### src/rtl/jtbubl_romarb_pkg.sv
// Shared definitions for the three-port ROM arbiter: FSM encoding,
// requester count and the round-robin pick helper.
package jtbubl_romarb_pkg;

   typedef enum logic [1:0] {
      IDLE      = 2'd0,
      WAIT_ACK  = 2'd1,
      WAIT_DATA = 2'd2
   } state_t;

   localparam int NREQ = 3;

   // Walk from the highest-numbered candidate down so that the port right after
   // 'last' is written last and therefore wins.
   function automatic logic [1:0] rrPick(input logic [NREQ-1:0] pend, input logic [1:0] last);
      logic [1:0] pick;
      int         idx;
      pick = 2'd0;
      for (int k = NREQ; k >= 1; k--) begin
         idx = (int'(last) + k) % NREQ;
         if (pend[idx]) pick = 2'(idx);
      end
      return pick;
   endfunction

endpackage

### src/rtl/jtbubl_romarb_slot.sv
// One requester's single-word cache entry: holds valid/tag/word, answers hits
// combinationally and steers the addressed byte onto the port.
module jtbubl_romarb_slot #(
   parameter int AW = 17
)(
   input  logic          clk,
   input  logic          rst,
   input  logic          i_downloading,
   input  logic          i_cs,
   input  logic [AW-1:0] i_addr,
   input  logic          i_fill,
   input  logic [AW-2:0] i_ftag,
   input  logic [15:0]   i_word,
   output logic          o_ok,
   output logic [7:0]    o_data
);

   logic          r_valid;
   logic [AW-2:0] r_tag;
   logic [15:0]   r_word;
   logic          w_tagMatch;

   // A fill that lands while a download is running is dropped, so the entry
   // can never hold data from before the new ROM image.
   always_ff @(posedge clk or posedge rst) begin
      if (rst) begin
         r_valid <= 1'b0;
         r_tag   <= '0;
         r_word  <= '0;
      end else if (i_downloading) begin
         r_valid <= 1'b0;
      end else if (i_fill) begin
         r_valid <= 1'b1;
         r_tag   <= i_ftag;
         r_word  <= i_word;
      end
   end

   assign w_tagMatch = (r_tag == i_addr[AW-1:1]);
   assign o_ok       = i_cs & r_valid & w_tagMatch & ~i_downloading;
   assign o_data     = i_addr[0] ? r_word[15:8] : r_word[7:0];

endmodule

### src/rtl/jtbubl_romarb.sv
// Three-port ROM bandwidth arbiter: per-port one-word caches in front of a
// single 16-bit SDRAM read channel, misses served round-robin.
module jtbubl_romarb
   import jtbubl_romarb_pkg::*;
#(
   parameter int          AW    = 17,
   parameter logic [21:0] BASE0 = 22'h00000,
   parameter logic [21:0] BASE1 = 22'h10000,
   parameter logic [21:0] BASE2 = 22'h14000
)(
   input  logic          clk,
   input  logic          rst,
   input  logic          downloading,
   input  logic          r0_cs,
   input  logic [AW-1:0] r0_addr,
   output logic [7:0]    r0_data,
   output logic          r0_ok,
   input  logic          r1_cs,
   input  logic [AW-1:0] r1_addr,
   output logic [7:0]    r1_data,
   output logic          r1_ok,
   input  logic          r2_cs,
   input  logic [AW-1:0] r2_addr,
   output logic [7:0]    r2_data,
   output logic          r2_ok,
   output logic          sdram_req,
   output logic [21:0]   sdram_addr,
   input  logic          sdram_ack,
   input  logic          data_rdy,
   input  logic [15:0]   data_read
);

   state_t          r_state;
   state_t          w_stateNext;
   logic [1:0]      r_gnt;
   logic [1:0]      r_last;
   logic [AW-2:0]   r_ftag;
   logic [21:0]     r_sdramAddr;

   logic [NREQ-1:0] w_cs;
   logic [AW-1:0]   w_addr [NREQ];
   logic [NREQ-1:0] w_ok;
   logic [7:0]      w_data [NREQ];
   logic [NREQ-1:0] w_pend;
   logic [NREQ-1:0] w_fill;
   logic            w_fillEn;
   logic            w_sdramReq;
   logic [1:0]      w_gntNext;
   logic [AW-2:0]   w_gntTag;
   logic [21:0]     w_gntBase;

   assign w_cs      = {r2_cs, r1_cs, r0_cs};
   assign w_addr[0] = r0_addr;
   assign w_addr[1] = r1_addr;
   assign w_addr[2] = r2_addr;
   assign w_pend    = w_cs & ~w_ok & {NREQ{~downloading}};

   for (genvar g = 0; g < NREQ; g++) begin : g_slot
      jtbubl_romarb_slot #(.AW(AW)) u_slot (
         .clk           (clk),
         .rst           (rst),
         .i_downloading (downloading),
         .i_cs          (w_cs[g]),
         .i_addr        (w_addr[g]),
         .i_fill        (w_fill[g]),
         .i_ftag        (r_ftag),
         .i_word        (data_read),
         .o_ok          (w_ok[g]),
         .o_data        (w_data[g])
      );
   end

   // Candidate grant for the next IDLE cycle, plus its tag and SDRAM base.
   always_comb begin
      w_gntNext = rrPick(w_pend, r_last);
      w_gntTag  = r2_addr[AW-1:1];
      w_gntBase = BASE2;
      case (w_gntNext)
         2'd0: begin
            w_gntTag  = r0_addr[AW-1:1];
            w_gntBase = BASE0;
         end
         2'd1: begin
            w_gntTag  = r1_addr[AW-1:1];
            w_gntBase = BASE1;
         end
         default: begin
            w_gntTag  = r2_addr[AW-1:1];
            w_gntBase = BASE2;
         end
      endcase
   end

   // FSM state register.
   always_ff @(posedge clk or posedge rst) begin
      if (rst) r_state <= IDLE;
      else     r_state <= w_stateNext;
   end

   // Next-state logic; an ack arriving together with its data skips WAIT_DATA.
   always_comb begin
      w_stateNext = r_state;
      case (r_state)
         IDLE:      if (|w_pend)   w_stateNext = WAIT_ACK;
         WAIT_ACK:  if (sdram_ack) w_stateNext = data_rdy ? IDLE : WAIT_DATA;
         WAIT_DATA: if (data_rdy)  w_stateNext = IDLE;
         default:                  w_stateNext = IDLE;
      endcase
   end

   // FSM outputs: request level and the per-slot fill strobe.
   always_comb begin
      w_fillEn   = 1'b0;
      w_sdramReq = 1'b0;
      case (r_state)
         WAIT_ACK: begin
            w_sdramReq = 1'b1;
            w_fillEn   = sdram_ack & data_rdy;
         end
         WAIT_DATA: w_fillEn = data_rdy;
         default:   w_fillEn = 1'b0;
      endcase
      for (int i = 0; i < NREQ; i++) w_fill[i] = w_fillEn & (r_gnt == 2'(i));
   end

   // Grant bookkeeping: the tag is frozen at grant time so the transfer can
   // finish even if the requester moves on.
   always_ff @(posedge clk or posedge rst) begin
      if (rst) begin
         r_gnt       <= 2'd0;
         r_last      <= 2'd2;
         r_ftag      <= '0;
         r_sdramAddr <= '0;
      end else begin
         if (r_state == IDLE && |w_pend) begin
            r_gnt       <= w_gntNext;
            r_ftag      <= w_gntTag;
            r_sdramAddr <= w_gntBase + 22'(w_gntTag);
         end
         if (w_fillEn) r_last <= r_gnt;
      end
   end

   assign sdram_req  = w_sdramReq;
   assign sdram_addr = r_sdramAddr;
   assign r0_ok      = w_ok[0];
   assign r1_ok      = w_ok[1];
   assign r2_ok      = w_ok[2];
   assign r0_data    = w_data[0];
   assign r1_data    = w_data[1];
   assign r2_data    = w_data[2];

endmodule
### config.mk
export PLATFORM = sky130hd
export DESIGN_NAME = jtbubl_romarb
export DESIGN_NICKNAME = d
export VERILOG_FILES = /design/src/rtl/jtbubl_romarb_pkg.sv /design/src/rtl/jtbubl_romarb_slot.sv /design/src/rtl/jtbubl_romarb.sv
export SDC_FILE = /design/constraint.sdc
export NUM_CORES = 1
export LEC_CHECK = 0
export BUFFER_PORTS_ARGS = -buffer_cell sky130_fd_sc_hd__buf_4
export CELL_PAD_IN_SITES_DETAIL_PLACEMENT = 1
export CELL_PAD_IN_SITES_GLOBAL_PLACEMENT = 1
export CORE_MARGIN = 2
export CORE_UTILIZATION = 30
export DETAILED_ROUTE_END_ITERATION = 6
export PLACE_DENSITY = 0.64
export SETUP_SLACK_MARGIN = 0.5
export SLEW_MARGIN = 10
export SYNTH_ARGS = -nofsm -noshare
export SYNTH_HDL_FRONTEND = slang
export SYNTH_SLANG_ARGS = --single-unit
### constraint.sdc
create_clock -name clk -period 3.98 [get_ports clk]
set_input_delay 0.199 -clock clk [delete_from_list [all_inputs] [get_ports clk]]
set_output_delay 0.199 -clock clk [all_outputs]
set_load 0.005 [all_outputs]
==> impl_metrics.ini, run 1 <==
[run_status]
status = complete, but fails checks
violations = negative hold slack

[clocking]
ctsResizeCount = 0
cts_setup_buffers = 0
hold_buffers = 0
clkSlewWorstSetupHoldPaths_ns = 0.06
clkSinkCount = 125
cts_tree = yes
root_buffer = clkbuf_16
numCtsBuffers = 17
cts_buffer_depth = 2
h-tree-depth = 4
worstSkewPairLatency_ns = 0.41

[sta]
drv_slew = 0
slew_headroom_pct = 32.75
fmax_mhz = 323.4
rsz0062_at_grt = false
whs_ns = -0.002696
final-setup-viol-count = 0
hold_viol_final = 1
tns_ns = 0
worst_pin_slew_ns = 1.009
fin_crit_ns = 3.092
fin_worst_skew_ns = 0.008660
final.period_utilization_pct = 77.70

[yosys]
synthDistinctLibCells = 52
netlist_instances = 515
async_flop_share_pct = 100.0
yosysWarnings = 0
synth.top_cell.area_share_pct = 49.33
synthFlopType = dfrtp_1
synth_area_leader_cell = dfrtp_1
synth_edf_count = 0
ys_seq_area_share_pct = 49.75
synth_area_per_cell_um2 = 12.21
synth-seq-cells = 125
synth_area_leaders = dfrtp_1, mux2_2, xor2_1
netlist_area_mm2 = 0.006290

[power]
power_frac_seq_pct = 38.0
power_mw = 5.598
p_per_area_mw_per_mm2 = 699.5
switching_share_pct = 33.64
p_sw_mw = 1.883
clockPowerShare_pct = 28.0
peakVddDrop_mv = 0.3175
power_frac_comb_pct = 34.0
p_leak_nw = 3.794
power.internal_mw = 3.715

[floorplan]
die-area_mm2 = 0.02214
die-width_um = 148.8
num_rows = 52
initial_core_util_pct = 30.79
io-pin-count = 125
die_y_um = 148.8
core_mm2 = 0.02043

[setup_path]
cp.arrival_ns = 3.43
critPathCaptureType = flip-flop
start_kind = flip-flop
ff2ff_path_depth = 12
path_class = flip-flop to flip-flop
cp_max_fo = 7
worstPathRequired_ns = 4.32

[detailed_routing]
first_pass_iters = 5
routed_wl_mm = 19.24
ant_nets = 0
drc = 0
drt-initial-drc-count = 159
via_count = 4566
via_per_inst = 5.007
avgRoutedWirePerCell_um = 21.09

[flow_run]
maxCapViolCount = 0

[finish]
area_delta_synth_final_pct = 27.23
drive_gt1_share_pct = 46.73
filler_cell_count = 2235
n_antenna_cell = 0
fin_nets = 710

[grt]
antenna_found_initial = 0
grt_pass1_wl_mm = 29.35
grt_pass1_vias = 5012
grt_max_degree = 76
gr-total-overflow = 0
grt_use_total_pct = 17.77

[placed_design]
gp_congestion = 0.8914
dp_hpwl_mm = 14.28
io_buffer_count = 120

[worst_hold_path]
hold_path.class = input port to async pin
## power groups by stage
stage / logic, mW / registers, mW / clock network [mW]
floorplan: 1.30 / 2.01 / 0
global placement: 1.86 / 2.10 / 0
detailed placement: 1.92 / 2.14 / 0
CTS: 1.93 / 2.13 / 1.60
global route: 2.08 / 2.20 / 1.67
finish: 1.90 / 2.13 / 1.57
## Yosys cell counts, drive strengths merged (6+ instances only)
master and number:
buf 28, nand4 7, nor2 20, clkbuf 13
a21oi 16, xnor2 21, xor2 27, nand2 12
dfrtp 124, ha 6, nand3 21, nor3 8
nor4 9, inv 13, mux2 122, a221oi 14
## logic make-up after synthesis
group | share of synthesized area [%]
other cells | 0.05962
compound gates | 6.446
simple gates | 9.130
xor+xnor | 6.684
mux | 22.00
fa+ha+maj | 1.194
buf+inv | 4.735
flops | 49.75
## final timing paths
check	slack [ns]	startpoint	endpoint
setup / recovery	0.89	g_slot[2].u_slot.r_tag[1]	sdram_addr[16]
hold / removal	-0.003	rst	g_slot[2].u_slot.r_word[14]
setup reg to reg	0.89	g_slot[2].u_slot.r_tag[1]	sdram_addr[16]
hold reg to reg	0.50	sdram_addr[17]	sdram_addr[17]
max in group asynchronous	3.18	rst	r_last[0]
min in group clk	0.04	data_read[2]	g_slot[2].u_slot.r_word[2]
## per-layer routing
| layer | vias up | GRT usage, % | routed length (um) |
|---|---|---|---|
| met2 | 134 | 30.60 | 9596 |
| met4 | 0 | 3.667 | 191 |
| li1 | 2060 | - | - |
| met1 | 2362 | 22.14 | 8164 |
| met5 | - | 0 | 0 |
| met3 | 10 | 5.413 | 1283 |
## worst max-delay path, stage by stage (launching register included)
cell,delay [ns]
dfrtp_1,0.38
xor2_1,0.19
nor4_1,0.70
nand4b_1,0.21
o21ai_0,0.20
buf_4,0.19
nor4_4,0.09
buf_4,0.20
a22oi_1,0.23
nand2_1,0.09
ha_1,0.21
a211o_1,0.26
nand3_1,0.08
## state kept, by name, summed over array words and instances (netlist names)
register and cells:
r_state 2, r_last 2, g_slot.u_slot.r_valid 3, r_gnt 2, g_slot.u_slot.r_tag 48, g_slot.u_slot.r_word 48
sdram_addr 4, r_ftag 16
## area by class of cell
cell class	count	area [um^2]	area share, %
clock inverters	14	168.9	2.111
clock buffers	18	429.2	5.363
well taps	270	337.8	4.221
repair buffers	133	998.5	12.48
inverters	13	52.55	0.6567
flip-flops and latches	125	3129	39.10
multi-input cells	339	2887	36.07
## cells in the final DEF (no fill, tap or decap), types with 2 or more instances in the layout
| master | n |
|---|---|
| clkbuf_16 | 17 |
| nand4_1 | 7 |
| a21oi_1 | 16 |
| a221oi_1 | 14 |
| dfrtp_1 | 124 |
| buf_4 | 133 |
| nand2_1 | 12 |
| a21o_1 | 4 |
| clkinv_4 | 4 |
| nor2_1 | 20 |
| xor2_1 | 27 |
| or4_1 | 2 |
| conb_1 | 4 |
| and2_1 | 2 |
| or2_2 | 2 |
| a22o_1 | 2 |
| clkinv_2 | 4 |
| bufinv_16 | 3 |
| o21ai_0 | 4 |
| ha_1 | 6 |
| or4_4 | 2 |
| inv_1 | 12 |
| nand2b_1 | 4 |
| nor3_1 | 5 |
| xnor2_1 | 21 |
| mux2_2 | 122 |
| or3_1 | 2 |
| nor4_1 | 8 |
| a41oi_1 | 2 |
| nor2b_1 | 4 |
| nand3_1 | 21 |
| o31ai_1 | 2 |
| clkinvlp_4 | 3 |
| nand4b_1 | 2 |
| nor3_2 | 3 |
## metrics by stage
step	hold slack (ns)	instance area, um^2	worst slack [ns]	utilization, %	instances
floorplan	0.3063	6305	1.247	-	518
global placement	0.4538	7405	0.9854	36.24	880
finish	-0.002696	8003	0.8876	39.17	912
global route	0.02714	8003	0.6797	39.17	912
detailed placement	0.4587	7405	0.9535	36.24	880
CTS	0.02280	8003	0.9401	39.17	912
Power figures use the tool's default switching activity.
==> run 2: changes to the inputs <==
==> constraint.sdc (replaced) <==
create_clock -name clk -period 2.9 [get_ports clk]
set_input_delay 0.145 -clock clk [delete_from_list [all_inputs] [get_ports clk]]
set_output_delay 0.145 -clock clk [all_outputs]
set_load 0.005 [all_outputs]
==> impl_metrics.ini, run 2 (synthesis results as in run 1) <==
[power]
p_leak_nw = 4.130
p_per_area_mw_per_mm2 = 923.3
peakVddDrop_mv = 0.4136

[finish]
top_regs = g_slot.u_slot.r_tag x48, g_slot.u_slot.r_word x48, r_ftag x16
drive_gt1_share_pct = 52.80
area_delta_synth_final_pct = 39.23
filler_cell_count = 2162
n_antenna_cell = 0
finalNonFillerCells = 967
final_cell_mix = buf_4, dfrtp_1, mux2_2
fin_nets = 765
final_common_cell = buf_4

[floorplan]
die_y_um = 148.8
core_mm2 = 0.02043
die-area_mm2 = 0.02214
io-pin-count = 125
initial_core_util_pct = 30.79
num_rows = 52
die-width_um = 148.8

[sta]
fmax_mhz = 374.3
worst_pin_slew_ns = 0.6089
slew_headroom_pct = 59.40
drv_slew = 0
tns_ns = 0
hold_viol_final = 0
final.period_utilization_pct = 92.14
final-setup-viol-count = 0
fin_crit_ns = 2.672
fin_worst_skew_ns = 0.009693
rsz0062_at_grt = true

[setup_path]
path_cells = xor2_1 > or4_4 > nor3_4 > a21boi_2 > or4_4 > nand3_4 > nand2_2 > ha_2 > a211o_1 > nand3_1
cp_max_fo = 2
cp.arrival_ns = 3.03
critPathCaptureType = flip-flop
critical-path-max-stage-delay_ns = 0.57
worstPathRequired_ns = 3.26
crit_path_top_delay_cell = or4_4
cpMostUsedCell = or4_4
start_kind = flip-flop
path_class = flip-flop to flip-flop

[clocking]
numCtsBuffers = 17
clkSinkCount = 125
cts_tree = yes
h-tree-depth = 4
clkSlewWorstSetupHoldPaths_ns = 0.06
cts_buffer_depth = 2
root_buffer = clkbuf_16
worstSkewPairLatency_ns = 0.42

[grt]
gr-total-overflow = 0
grt_pass1_wl_mm = 31.34
antenna_found_initial = 0
grt_pass1_vias = 5510
grt_max_degree = 49
grt_use_total_pct = 19.08

[detailed_routing]
via_per_inst = 4.962
ant_nets = 0
via_count = 4798
avgRoutedWirePerCell_um = 21.11
drt-initial-drc-count = 160
drc = 0
first_pass_iters = 4
routed_wl_mm = 20.42

[flow_run]
maxCapViolCount = 0

[placed_design]
dp.cells = 890
dp_hpwl_mm = 14.34
gp_congestion = 0.8587
io_buffer_count = 120

[worst_hold_path]
hold_path.class = input port to flip-flop

[run_status]
status = finished clean
run 2: changes by cell type in the layout (fill, tap and decap cells not counted), sizes merged:
cell         change
clkinv           -2
buf             +32
dlygate4sd3     +23
bufinv           -2
inv              +4
clkinvlp         +1
clkbuf           -1
run 2: layout make-up:
| type | instances | area [um^2] | area share, % |
|---|---|---|---|
| Multi-Input combinational cell | 339 | 3131 | 35.75 |
| Tap cell | 270 | 337.8 | 3.858 |
| Clock inverter | 15 | 137.6 | 1.572 |
| Inverter | 13 | 52.55 | 0.6001 |
| Timing Repair Buffer | 188 | 1544 | 17.63 |
| Clock buffer | 17 | 425.4 | 4.858 |
| Sequential cell | 125 | 3129 | 35.73 |
run 2: routing by layer:
metal / vias up / share of wire (%) / track usage [%]
met2: 162 / 51 / 32.92
met4: 0 / 4.6 / 10.43
met1: 2428 / 38 / 21.05
li1: 2160 / - / -
met3: 48 / 6.9 / 5.841
met5: - / 0 / 0
run 2: worst paths after layout:
path	start	cells past startpoint	end	slack, ns
max	g_slot[0].u_slot.r_tag[13]	10	sdram_addr[16]	0.23
min	r0_addr[12]	3	r_ftag[11]	0.02
max reg2reg	g_slot[0].u_slot.r_tag[13]	10	sdram_addr[16]	0.23
min reg2reg	sdram_addr[15]	2	sdram_addr[15]	0.49
max in group asynchronous	rst	4	g_slot[2].u_slot.r_word[15]	1.80
min in group asynchronous	rst	3	g_slot[2].u_slot.r_tag[4]	0.23
run 2: timing repair:
action | CTS | global route
endpoints found under the setup margin | 22 | 69
endpoints found under the hold margin | 64 | 0
pin swaps | 29 | 9
gates resized for setup | 28 | 19
buffers inserted | 13 | 9
cloned | 0 | 0
hold buffers | 23 | 0
run 2: power breakdown:
| part | switching (mW) | leakage (nW) | internal (mW) | total [mW] |
|---|---|---|---|---|
| Combinational | 1.47 | 2.25 | 1.64 | 3.11 |
| Sequential | 0.529 | 1.61 | 2.41 | 2.94 |
| Clock | 0.851 | 0.271 | 1.19 | 2.04 |
| Total | 2.84 | 4.13 | 5.24 | 8.09 |
run 2: worst max-delay path, delay by kind of cell, from the launching register on:
family / cells / cell delay (ns)
simple gates: 6 / 1.56
compound gates: 2 / 0.31
xor+xnor: 1 / 0.17
flops: 1 / 0.38
fa+ha+maj: 1 / 0.18
run 2: stage by stage:
step                worst slack (ns)  power, mW  hold slack [ns]  instance area (um^2)  util [%]
detailed placement            0.1514      5.646           0.1225                  7535     36.88
CTS                           0.3099      7.989         0.003045                  8582     42.01
global placement              0.1592      5.528           0.1275                  7535     36.88
finish                        0.2281      8.085          0.01580                  8757     42.86
global route                  0.1499      8.592          0.01510                  8757     42.86
floorplan                     0.2798      4.586           0.2523                  6347         -
==> run 3: changes to the inputs <==
--- a/config.mk
+++ b/config.mk
@@ -9,9 +9,9 @@
 export CELL_PAD_IN_SITES_DETAIL_PLACEMENT = 1
 export CELL_PAD_IN_SITES_GLOBAL_PLACEMENT = 1
 export CORE_MARGIN = 2
-export CORE_UTILIZATION = 30
+export CORE_UTILIZATION = 44
 export DETAILED_ROUTE_END_ITERATION = 6
-export PLACE_DENSITY = 0.64
+export PLACE_DENSITY = 0.86
 export SETUP_SLACK_MARGIN = 0.5
 export SLEW_MARGIN = 10
 export SYNTH_ARGS = -nofsm -noshare
==> impl_metrics.ini, run 3 (synthesis results as in run 1) <==
[run_status]
status = finished clean

[finish]
n_antenna_cell = 0
top_regs = g_slot.u_slot.r_tag x48, g_slot.u_slot.r_word x48, r_ftag x16
final_common_cell = buf_4
utilization_pct = 60.28
filler_cell_count = 1373
seqCellArea_mm2 = 0.003129
finalNonFillerCells = 851
fin_nets = 741
multi_input_area_mm2 = 0.003112
final_cell_mix = buf_4, dfrtp_1, mux2_2
drive_gt1_share_pct = 50.22
area_delta_synth_final_pct = 33.54

[worst_hold_path]
hold_path.class = input port to flip-flop
worstHoldStart = r0_addr[13]
min_to = r_ftag[12]
hold_depth = 3

[floorplan]
io-pin-count = 125
initial_core_util_pct = 45.14
core_mm2 = 0.01393
die-area_mm2 = 0.01527
num_rows = 43
die-width_um = 123.6
die_y_um = 123.6

[grt]
grt_pass1_wl_mm = 30.73
grt_max_degree = 40
antenna_found_initial = 0
grt_use_total_pct = 27.67
grt_pass1_vias = 5661
gr-total-overflow = 0

[setup_path]
cp_max_fo = 8
rrSetupSlack_ns = 0.18
worstPathRequired_ns = 3.23
ff2ff_path_depth = 9
setup.worst_path.start = g_slot[0].u_slot.r_tag[2]
timing.rr.start = g_slot[0].u_slot.r_tag[2]
reg2reg_to = r_ftag[8]
path_class = flip-flop to flip-flop
cp.arrival_ns = 3.05
critPathCaptureType = flip-flop
start_kind = flip-flop

[placed_design]
dp.cells = 793
io_buffer_count = 120
gp_congestion = 0.8521
dp_hpwl_mm = 13.28

[power]
p_sw_mw = 2.859
power_frac_seq_pct = 36.4
peakVddDrop_mv = 0.5508
switching_share_pct = 35.19
p_per_area_mw_per_mm2 = 967.5
p_leak_nw = 4.022
power_frac_comb_pct = 37.8
power.internal_mw = 5.267
clockPowerShare_pct = 25.8

[detailed_routing]
drt-initial-drc-count = 410
avgRoutedWirePerCell_um = 24.46
via_count = 4965
first_pass_iters = 5
ant_nets = 0
routed_wl_mm = 20.82
drc = 0
via_per_inst = 5.834

[sta]
hold_viol_final = 0
fin_crit_ns = 2.722
slew_headroom_pct = 48.82
rsz0062_at_grt = true
fin_worst_skew_ns = 0.008413
fmax_mhz = 367.4
final-setup-viol-count = 0
worst_pin_slew_ns = 0.7660
tns_ns = 0
drv_slew = 0
final.period_utilization_pct = 93.86

[clocking]
numCtsBuffers = 17
cts_tree = yes
clkSinkCount = 125
cts_buffer_depth = 2
root_buffer = clkbuf_16
h-tree-depth = 4
worstSkewPairLatency_ns = 0.43
clkSlewWorstSetupHoldPaths_ns = 0.06

[flow_run]
maxCapViolCount = 0
==> run 3: cell types whose count changed in the layout (fill, tap and decap cells not counted), moves of 3 or more <==
cell           previous run  this run
buf_4                   154       141
buf_6                     6         1
inv_6                     5         0
a221oi_1                  5         9
a221oi_2                  9         5
clkbuf_8                  0         4
clkinv_4                  3         0
dlygate4sd3_1            23        20
==> run 3: power groups by stage <==
stage                     Combinational (mW)  Clock [mW]  Sequential (mW)
after global placement                  2.51           0             2.88
after CTS                               2.83        2.12             2.93
after detailed placement                2.64           0             2.94
final                                   3.07        2.10             2.96
after floorplan                         1.82           0             2.76
after global routing                    3.29        2.20             3.04
==> run 3: cell type report <==
class / instances / area share [%]
Clock inverter: 7 / 1.043
Tap cell: 180 / 2.681
Timing Repair Buffer: 164 / 15.54
Sequential cell: 125 / 37.26
Multi-Input combinational cell: 339 / 37.05
Inverter: 13 / 0.6257
Clock buffer: 23 / 5.810
==> run 3: timing repair <==
action | CTS | global route
setup buffers | 2 | 6
pin swaps | 4 | 7
resized for setup | 12 | 26
endpoints found under the setup margin | 26 | 88
endpoints found under the hold margin | 82 | 0
hold buffers | 20 | 0
==> run 3: through the flow <==
stage	total power, mW	hold WS, ns	instance area, um^2	setup slack, ns
2_1_floorplan	4.586	0.2523	6347	0.2798
3_3_place_gp	5.389	0.3004	7363	0.07643
3_5_place_dp	5.586	0.3141	7363	0.02047
4_1_cts	7.883	0.001062	8217	0.2395
5_1_grt	8.520	0.01571	8399	0.04636
6_report	8.126	0.008974	8399	0.1780
==> run 3: worst max-delay path, cell delays in order (launching register included) <==
cell      delay (ns)
dfrtp_1         0.39
xor2_1          0.18
or4_4           0.59
o31ai_2         0.25
nand4b_1        0.17
buf_4           0.19
nor3_4          0.22
buf_4           0.26
a221oi_2        0.10
a21oi_1         0.24
==> run 3: worst max path at each step <==
stage                                end  cells after the start
after floorplan           sdram_addr[16]                     11
after global placement    sdram_addr[16]                     10
final                          r_ftag[8]                      9
after detailed placement  sdram_addr[16]                     10
after CTS                 sdram_addr[16]                     10
after global routing      sdram_addr[15]                     11
==> run 3: routing by layer <==
metal	vias to the layer above	part of all wire, %	global-route usage (%)
met4	0	3.0	15.34
met3	50	6.8	7.795
met1	2554	38	30.93
met2	244	53	47.42
li1	2117	-	-
met5	-	0	0
